File: config.mk
export PLATFORM = sky130hd
export DESIGN_NAME = register_bank
export DESIGN_NICKNAME = d
export VERILOG_FILES = /design/src/rtl/reg_bank_pkg.sv /design/src/rtl/register_cell.sv /design/src/rtl/register_bank.sv
export SDC_FILE = /design/constraint.sdc
export NUM_CORES = 2
export LEC_CHECK = 0
export ABC_AREA = 1
export CORE_AREA = 2 2 423 425
export CTS_CLUSTER_SIZE = 40
export DETAILED_ROUTE_END_ITERATION = 12
export DIE_AREA = 0 0 425 427
export PLACE_DENSITY = 0.49
export REMOVE_ABC_BUFFERS = 1
export SLEW_MARGIN = 25
export SYNTH_ARGS = -nofsm -noshare
export SYNTH_HDL_FRONTEND = slang
export SYNTH_SLANG_ARGS = --single-unit
File: constraint.sdc
create_clock -name clk -period 44.2 [get_ports clk]
set_clock_uncertainty 0.15 [all_clocks]
set_input_delay 4.42 -clock clk [delete_from_list [all_inputs] [get_ports clk]]
set_output_delay 4.42 -clock clk [all_outputs]
set_load 0.01 [all_outputs]
File: src/rtl/reg_bank_pkg.sv
// rtl/reg_bank_pkg.sv - shared constants for the general-purpose register file
// Holds register count, address width, special register indices and the
// architectural reset values of the global and stack pointers.
package reg_bank_pkg;

  localparam int NUM_REGS   = 32;
  localparam int REG_ADDR_W = 5;

  localparam int REG_ZERO = 0;
  localparam int REG_GP   = 28;
  localparam int REG_SP   = 29;

  localparam logic [31:0] GP_RESET_DEFAULT = 32'h1000_8000;
  localparam logic [31:0] SP_RESET_DEFAULT = 32'h7FFF_EFFC;

  typedef logic [REG_ADDR_W-1:0] reg_addr_t;
  typedef logic [NUM_REGS-1:0]   reg_mask_t;

  // One-hot select for a register index.
  function automatic reg_mask_t reg_onehot(input reg_addr_t idx);
    reg_onehot = reg_mask_t'(1) << idx;
  endfunction

endpackage

File: src/rtl/register_cell.sv
// rtl/register_cell.sv - one N-bit register with load enable and async reset
// Ports:
//   clk   in  1  rising-edge clock
//   reset in  1  asynchronous active-high reset, loads RESET_VALUE
//   en    in  1  load enable
//   d     in  N  data to load
//   q     out N  stored value
module register_cell #(
  parameter int          N           = 32,
  parameter logic [N-1:0] RESET_VALUE = '0
) (
  input  logic         clk,
  input  logic         reset,
  input  logic         en,
  input  logic [N-1:0] d,
  output logic [N-1:0] q
);

  always_ff @(posedge clk or posedge reset) begin
    if (reset) begin
      q <= RESET_VALUE;
    end else if (en) begin
      q <= d;
    end
  end

endmodule

File: src/rtl/register_bank.sv
// rtl/register_bank.sv - storage stage of the 32-entry register file
// Build option: REG_ZERO_HARDWIRED_EN makes register 0 a constant zero with
// no flop; writes to index 0 are dropped and Written[0] stays 0.
// Ports:
//   clk            in  1       rising-edge clock
//   reset          in  1       asynchronous active-high reset
//   Reg_Write      in  1       write enable
//   Write_Register in  5       index of register to write
//   Write_Data     in  N       data to write
//   Q              out 32*N    all registers flattened, reg i at Q[i*N +: N]
//   Written        out 32      sticky per-register "written since reset" flags
module register_bank
  import reg_bank_pkg::*;
#(
  parameter int          N        = 32,
  parameter logic [31:0] GP_RESET = GP_RESET_DEFAULT,
  parameter logic [31:0] SP_RESET = SP_RESET_DEFAULT
) (
  input  logic                  clk,
  input  logic                  reset,
  input  logic                  Reg_Write,
  input  logic [REG_ADDR_W-1:0] Write_Register,
  input  logic [N-1:0]          Write_Data,
  output logic [NUM_REGS*N-1:0] Q,
  output logic [NUM_REGS-1:0]   Written
);

`ifdef REG_ZERO_HARDWIRED_EN
  localparam bit ZERO_HARDWIRED = 1'b1;
`else
  localparam bit ZERO_HARDWIRED = 1'b0;
`endif

  // Size casts truncate the 32-bit reset constants to the register width.
  localparam logic [N-1:0] GP_RST = N'(GP_RESET);
  localparam logic [N-1:0] SP_RST = N'(SP_RESET);

  // Index 0 is masked out of the decode when it is hardwired so neither a
  // data flop nor its flag can ever respond to a write there.
  localparam reg_mask_t DECODE_MASK = ZERO_HARDWIRED ? ~reg_mask_t'(1) : '1;

  reg_mask_t write_en;

  always_comb begin
    write_en = '0;
    if (Reg_Write) begin
      write_en = reg_onehot(Write_Register) & DECODE_MASK;
    end
  end

  for (genvar i = 0; i < NUM_REGS; i++) begin : g_reg
    localparam logic [N-1:0] RST_VAL = (i == REG_GP) ? GP_RST :
                                       (i == REG_SP) ? SP_RST : '0;
    if (ZERO_HARDWIRED && (i == REG_ZERO)) begin : g_zero
      assign Q[i*N +: N] = '0;
    end else begin : g_cell
      register_cell #(
        .N           (N),
        .RESET_VALUE (RST_VAL)
      ) u_cell (
        .clk   (clk),
        .reset (reset),
        .en    (write_en[i]),
        .d     (Write_Data),
        .q     (Q[i*N +: N])
      );
    end
  end

  // Flags only ever set; reset is the sole way to clear them.
  always_ff @(posedge clk or posedge reset) begin
    if (reset) begin
      Written <= '0;
    end else begin
      Written <= Written | write_en;
    end
  end

endmodule

==> After elaboration in Yosys (flattened, before gate mapping) <==
Cells that the tools add are included.
{ "op_classes": {"n_addsub": 0, "mul": 0, "n_div": 0, "n_lt_le_gt_ge": 0, "eq_ne": 0, "shifts": 1, "mux": 1, "bitwise_logic": 1, "reduce_logical": 0} }
{ "op_table": {"columns": ["operator", "n"], "rows": [
  ["two-way mux 32 bit", 1],
  ["bitwise OR 32 bit", 1],
  ["left shift 1 x 5 -> 32 bit (first input constant)", 1]
]} }
{ "totals": {"reg_bits": 1056, "latchBits": 0, "ramBits": 0, "mem_bits_ro": 0, "in_bits": 40, "output_inout_bits": 1056, "elab_cells": 36, "mem_count": 0} }

==> Longest topological paths before layout <==
{ "depth": {"ltp_word": 3, "depth_mapped": 7, "ltp_nobuf": 6} }

==> Cells and area by module <==
From an unflattened synthesis, not the netlist that was laid out.
{ "hier_totals": {"cells_unflattened": 4559, "hier_area_um2": 43185.2} }
{ "modules_own_cells": {"columns": ["module", "n_inst", "cells_each", "area_each_um2", "seq_area_each_um2"], "rows": [
  ["register_cell (g_reg[0].g_cell.u_cell ...)", 30, 137, 1296.2, 800.8],
  ["register_bank", 1, 175, 1667.8, 800.8],
  ["register_cell (g_reg[29].g_cell.u_cell)", 1, 137, 1331.3, 835.8],
  ["register_cell (g_reg[28].g_cell.u_cell)", 1, 137, 1298.7, 803.3]
]} }

==> Worst setup path after synthesis <==
No wires, ideal clock.
{ "synth_timing": {"kind": "in2reg", "start": "input port Reg_Write", "end": "register g_reg[9].g_cell.u_cell.q[17]", "t_arrival_ps": 5415, "path_slack_ps": 38569, "stages": 7, "path_buffers": 3, "cell_sequence": "inv_1 nor2_1 buf_2 buf_2 clkbuf_1 nand4_1 nand2_1"} }
{ "synth_between": {"elab_chain_len": 1} }
{ "synth_rtl": {"columns": ["element", "line", "rtl"], "rows": [
  ["start, declared", "register_bank.sv:21", "input logic Reg_Write,"],
  ["two-way mux 32 bit", "register_bank.sv:46", "if (Reg_Write) begin"],
  ["end signal, assigned", "register_cell.sv:21", "q <= RESET_VALUE;"],
  ["end signal, assigned", "register_cell.sv:23", "q <= d;"],
  ["end, declared", "register_cell.sv:16", "output logic [N-1:0] q"]
]} }
Every way passes these cells.
A chain may end at the register's enable or synchronous reset.

==> results.md <==
* Global-route wire length before repair at 284000 um
* Fin nets at 5638
* Leakage power at 29.2 nW
* Vias at 37600
* IO buf count at 1095
* Multiplexer area fraction after synthesis at 0%
* Drt initial violations at ~3600
* Cts bufs inserted at between 100 and 150
* Core Region at 177000 sq um
* Synth Cell Area at approximately 42000 sq um
* Die Y at about 430 um
* Synth warn at 0
* Post-synthesis sequential area ratio at between 60 and 70%
* R2R Path Start: g_reg[29].g_cell.u_cell.q[15]
* Crit end category: async pin
* Tightest Hold Check Type: flip-flop to flip-flop
* Fillcell total at 18500
* Cts repair resizes at 0
* R2R depth at 2
* Post-route ant nets at 0
* PwrDens at 53.0 nW/um^2
* Hold Buf Count CTS at 0
* Final WL at 205000 um
* FF/Latch Area at 26500 sq um
* Seq cells post-synth at 1056
* RSZ-0062 raised after global routing: false
* R2R Setup Slk at roughly 43 ns
* Root buf cell: clkbuf_16
* Post-synthesis compound-gate area fraction at 0%
* Proportion of netlist area held by the largest area contributor at 61.3%
* IO Pins at 1096
* Outcome: finished clean
* Gr usage total at 21.8%
* Vias per cell at 4.67
* DP Area at 54700 sq um
* Max_slew headroom at 25.5%
* Synth cell types at 13
* Clock buffer depth at 3
* RePlAce Congestion at 0.800
* CP delay by family, top: buffers and inverters
* Vias in the first global route at 36000
* Peak supply drop at 0.0000360 V
* Initial core utilization at a little under a quarter
* Fmax at 0.112 GHz
* Cell taking the most area after synthesis: dfrtp_1
* Worst hold margin at 0.310 ns
* Critical path buffers and inverters at 8
* Fin crit share at 20.1%
* CP peak stage delay at 0.79 ns
* Tot Pwr at 0.00314 W
* Grt ovf at 0
* Final Cell Area at 59300 sq um
* H-tree levels at 4
* CTS sink count at approximately 1100
* Worst skew pair latency at 0.77 ns
* Row Count at 155
* Synth Area in Adders at 0%
* Critical path arrival at 9.55 ns
* Main combinational cell family by area after synthesis: simple AND/OR/NAND/NOR gates
* Initial DRT Pass Iterations at 5
* CTS tree: yes
* Largest cells by area after synthesis: dfrtp_1, nand2_1, nand4_1
* Critical path peak fanout at 126
* RR Endpoint: g_reg[29].g_cell.u_cell.q[15]
* Max-slew violation count at 0
* Largest net degree at the start of global routing at 165
* Post-CTS setup buffers at 0
* Die area at 181000 sq um
* Die X-Extent at 425 um
* Worst Hold Depth at 2
* Share of cells above drive strength 1 at 7.17%
* Crit path time final at 8.90 ns
* Antenna violations before repair at 9
* MaxCap Viol Count at 0
* Area taken by multi-input logic gates at 13500 sq um
* Synth Area in Simple Gates at between 30% and 40%
* Hold Path Sink: Written[11]
* WL/cell at 25.5 um
* Setup-failing EPs final at 0
* Worst Path Required at 44.85 ns
* Drc violations at 0
* Layout area overhead at 41.6%
* Final Hold Viols at 0
* Post-layout util at 33.4%
* Cell chain of the critical path: clkdlybuf4s50_1 -> inv_8 -> buf_12 -> buf_16 -> buf_4 -> buf_4 -> buf_4 -> buf_4
* Final TNS setup at 0 ns
* Post-Synth XOR/XNOR Area at 0%
* Worst path most repeated cell: buf_4
* Reg clk slew, reported paths at 0.06 ns
* Dpl hpwl at 124000 um
* Crit path kind: input port to async pin
* Synthesized instance count at 4700
* Hold Startpoint: Written[11]
* Syn Area/Cell at 8.90 sq um
* Max stage delay cell, worst path: buf_4
* Crit path launch type: input port
* Worst-margin pin slew at around 1.1 ns
-- placed cells by master (no fill, tap or decap) --
cell type	count
bufinv_16	8
nand2_2	2
clkbuf_16	135
nor2_2	8
buf_4	108
clkbuf_1	25
nor2_4	11
inv_1	36
dfrtp_1	1026
nand3_1	144
nand2_1	2474
nand3_2	6
inv_8	3
clkinv_2	13
clkinv_8	4
buf_12	1
clkdlybuf4s50_1	1062
diode_2	1
nand4_1	522
inv_16	1
buf_8	1
clkinvlp_4	1
buf_16	1
dfstp_2	30
buf_6	3
inv_6	7
clkbuf_8	39
inv_2	1
buf_2	24
nor2_1	3
clkinv_4	2
-- cell families (layout without fill, tap and decap cells) --
| logic type | Yosys count | count (layout) |
|---|---|---|
| buffers and inverters | 474 | 1475 |
| DFF | 1056 | 1056 |
| other | 0 | 1 |
| and+or+nand+nor | 3170 | 3170 |
-- worst register-to-register path, cell delays in order (launching register included) --
cell	delay, ns
dfstp_2	0.56
nand2_1	0.06
nand2_1	0.08
-- worst max path at each step --
| stage | from | end | slack [ns] | cells past startpoint |
|---|---|---|---|---|
| after global routing | reset | g_reg[10].g_cell.u_cell.q[27] | 34.67 | 8 |
| after detailed placement | reset | g_reg[25].g_cell.u_cell.q[22] | 34.33 | 7 |
| after global placement | reset | g_reg[28].g_cell.u_cell.q[23] | 34.33 | 7 |
| after CTS | reset | g_reg[25].g_cell.u_cell.q[11] | 35.22 | 7 |
| after floorplan | reset | Written[0] | 9.96 | 1 |
| final | reset | g_reg[10].g_cell.u_cell.q[6] | 35.30 | 8 |
-- synthesized netlist by cell type --
library cell and n:
inv_2 1, nor2_2 1, nand2_1 2476, nand4_1 522, nor2_1 21, clkbuf_1 271
dfrtp_1 1026, nand3_1 150, dfstp_2 30, buf_1 8, buf_4 8, inv_1 39
buf_2 147
-- sequential cells by signal, indices dropped and copies added (netlist names) --
register / count
g.g_cell.u_cell.q: 1024
Written: 32
-- stage by stage --
stage / worst slack (ns) / std cells
final: 35.30 / 8057
after global routing: 34.67 / 8057
after CTS: 35.22 / 8055
after detailed placement: 34.33 / 7820
after global placement: 34.33 / 7820
after floorplan: 9.96 / 4266
-- per-layer routing --
layer / share of wire [%] / global-route usage [%] / vias to the layer above
li1: - / - / 16900
met1: 40 / 27.1 / 18900
met2: 48 / 35.8 / 1461
met3: 7.2 / 5.41 / 351
met4: 4.6 / 9.65 / 2
met5: 0.0039 / 0 / -
-- power breakdown --
| part | leakage (nW) | total [W] | switching [W] | internal, W |
|---|---|---|---|---|
| Sequential | 13.5 | 0.00125 | 0.000104 | 0.00114 |
| Combinational | 13.5 | 0.000767 | 0.000407 | 0.000360 |
| Clock | 2.21 | 0.00112 | 0.000449 | 0.000674 |
| Total | 29.2 | 0.00314 | 0.000960 | 0.00218 |
-- area by class of cell --
type | count | share of cell area, %
clock buffer | 199 | 6.77
inverter | 40 | 0.291
antenna | 1 | 0.00422
clock inverter | 36 | 0.804
tap | 2355 | 4.97
multi-input combinational | 3170 | 22.8
sequential | 1056 | 44.7
timing repair buffer | 1200 | 19.7
No activity file was read; power rests on OpenSTA's default activity.
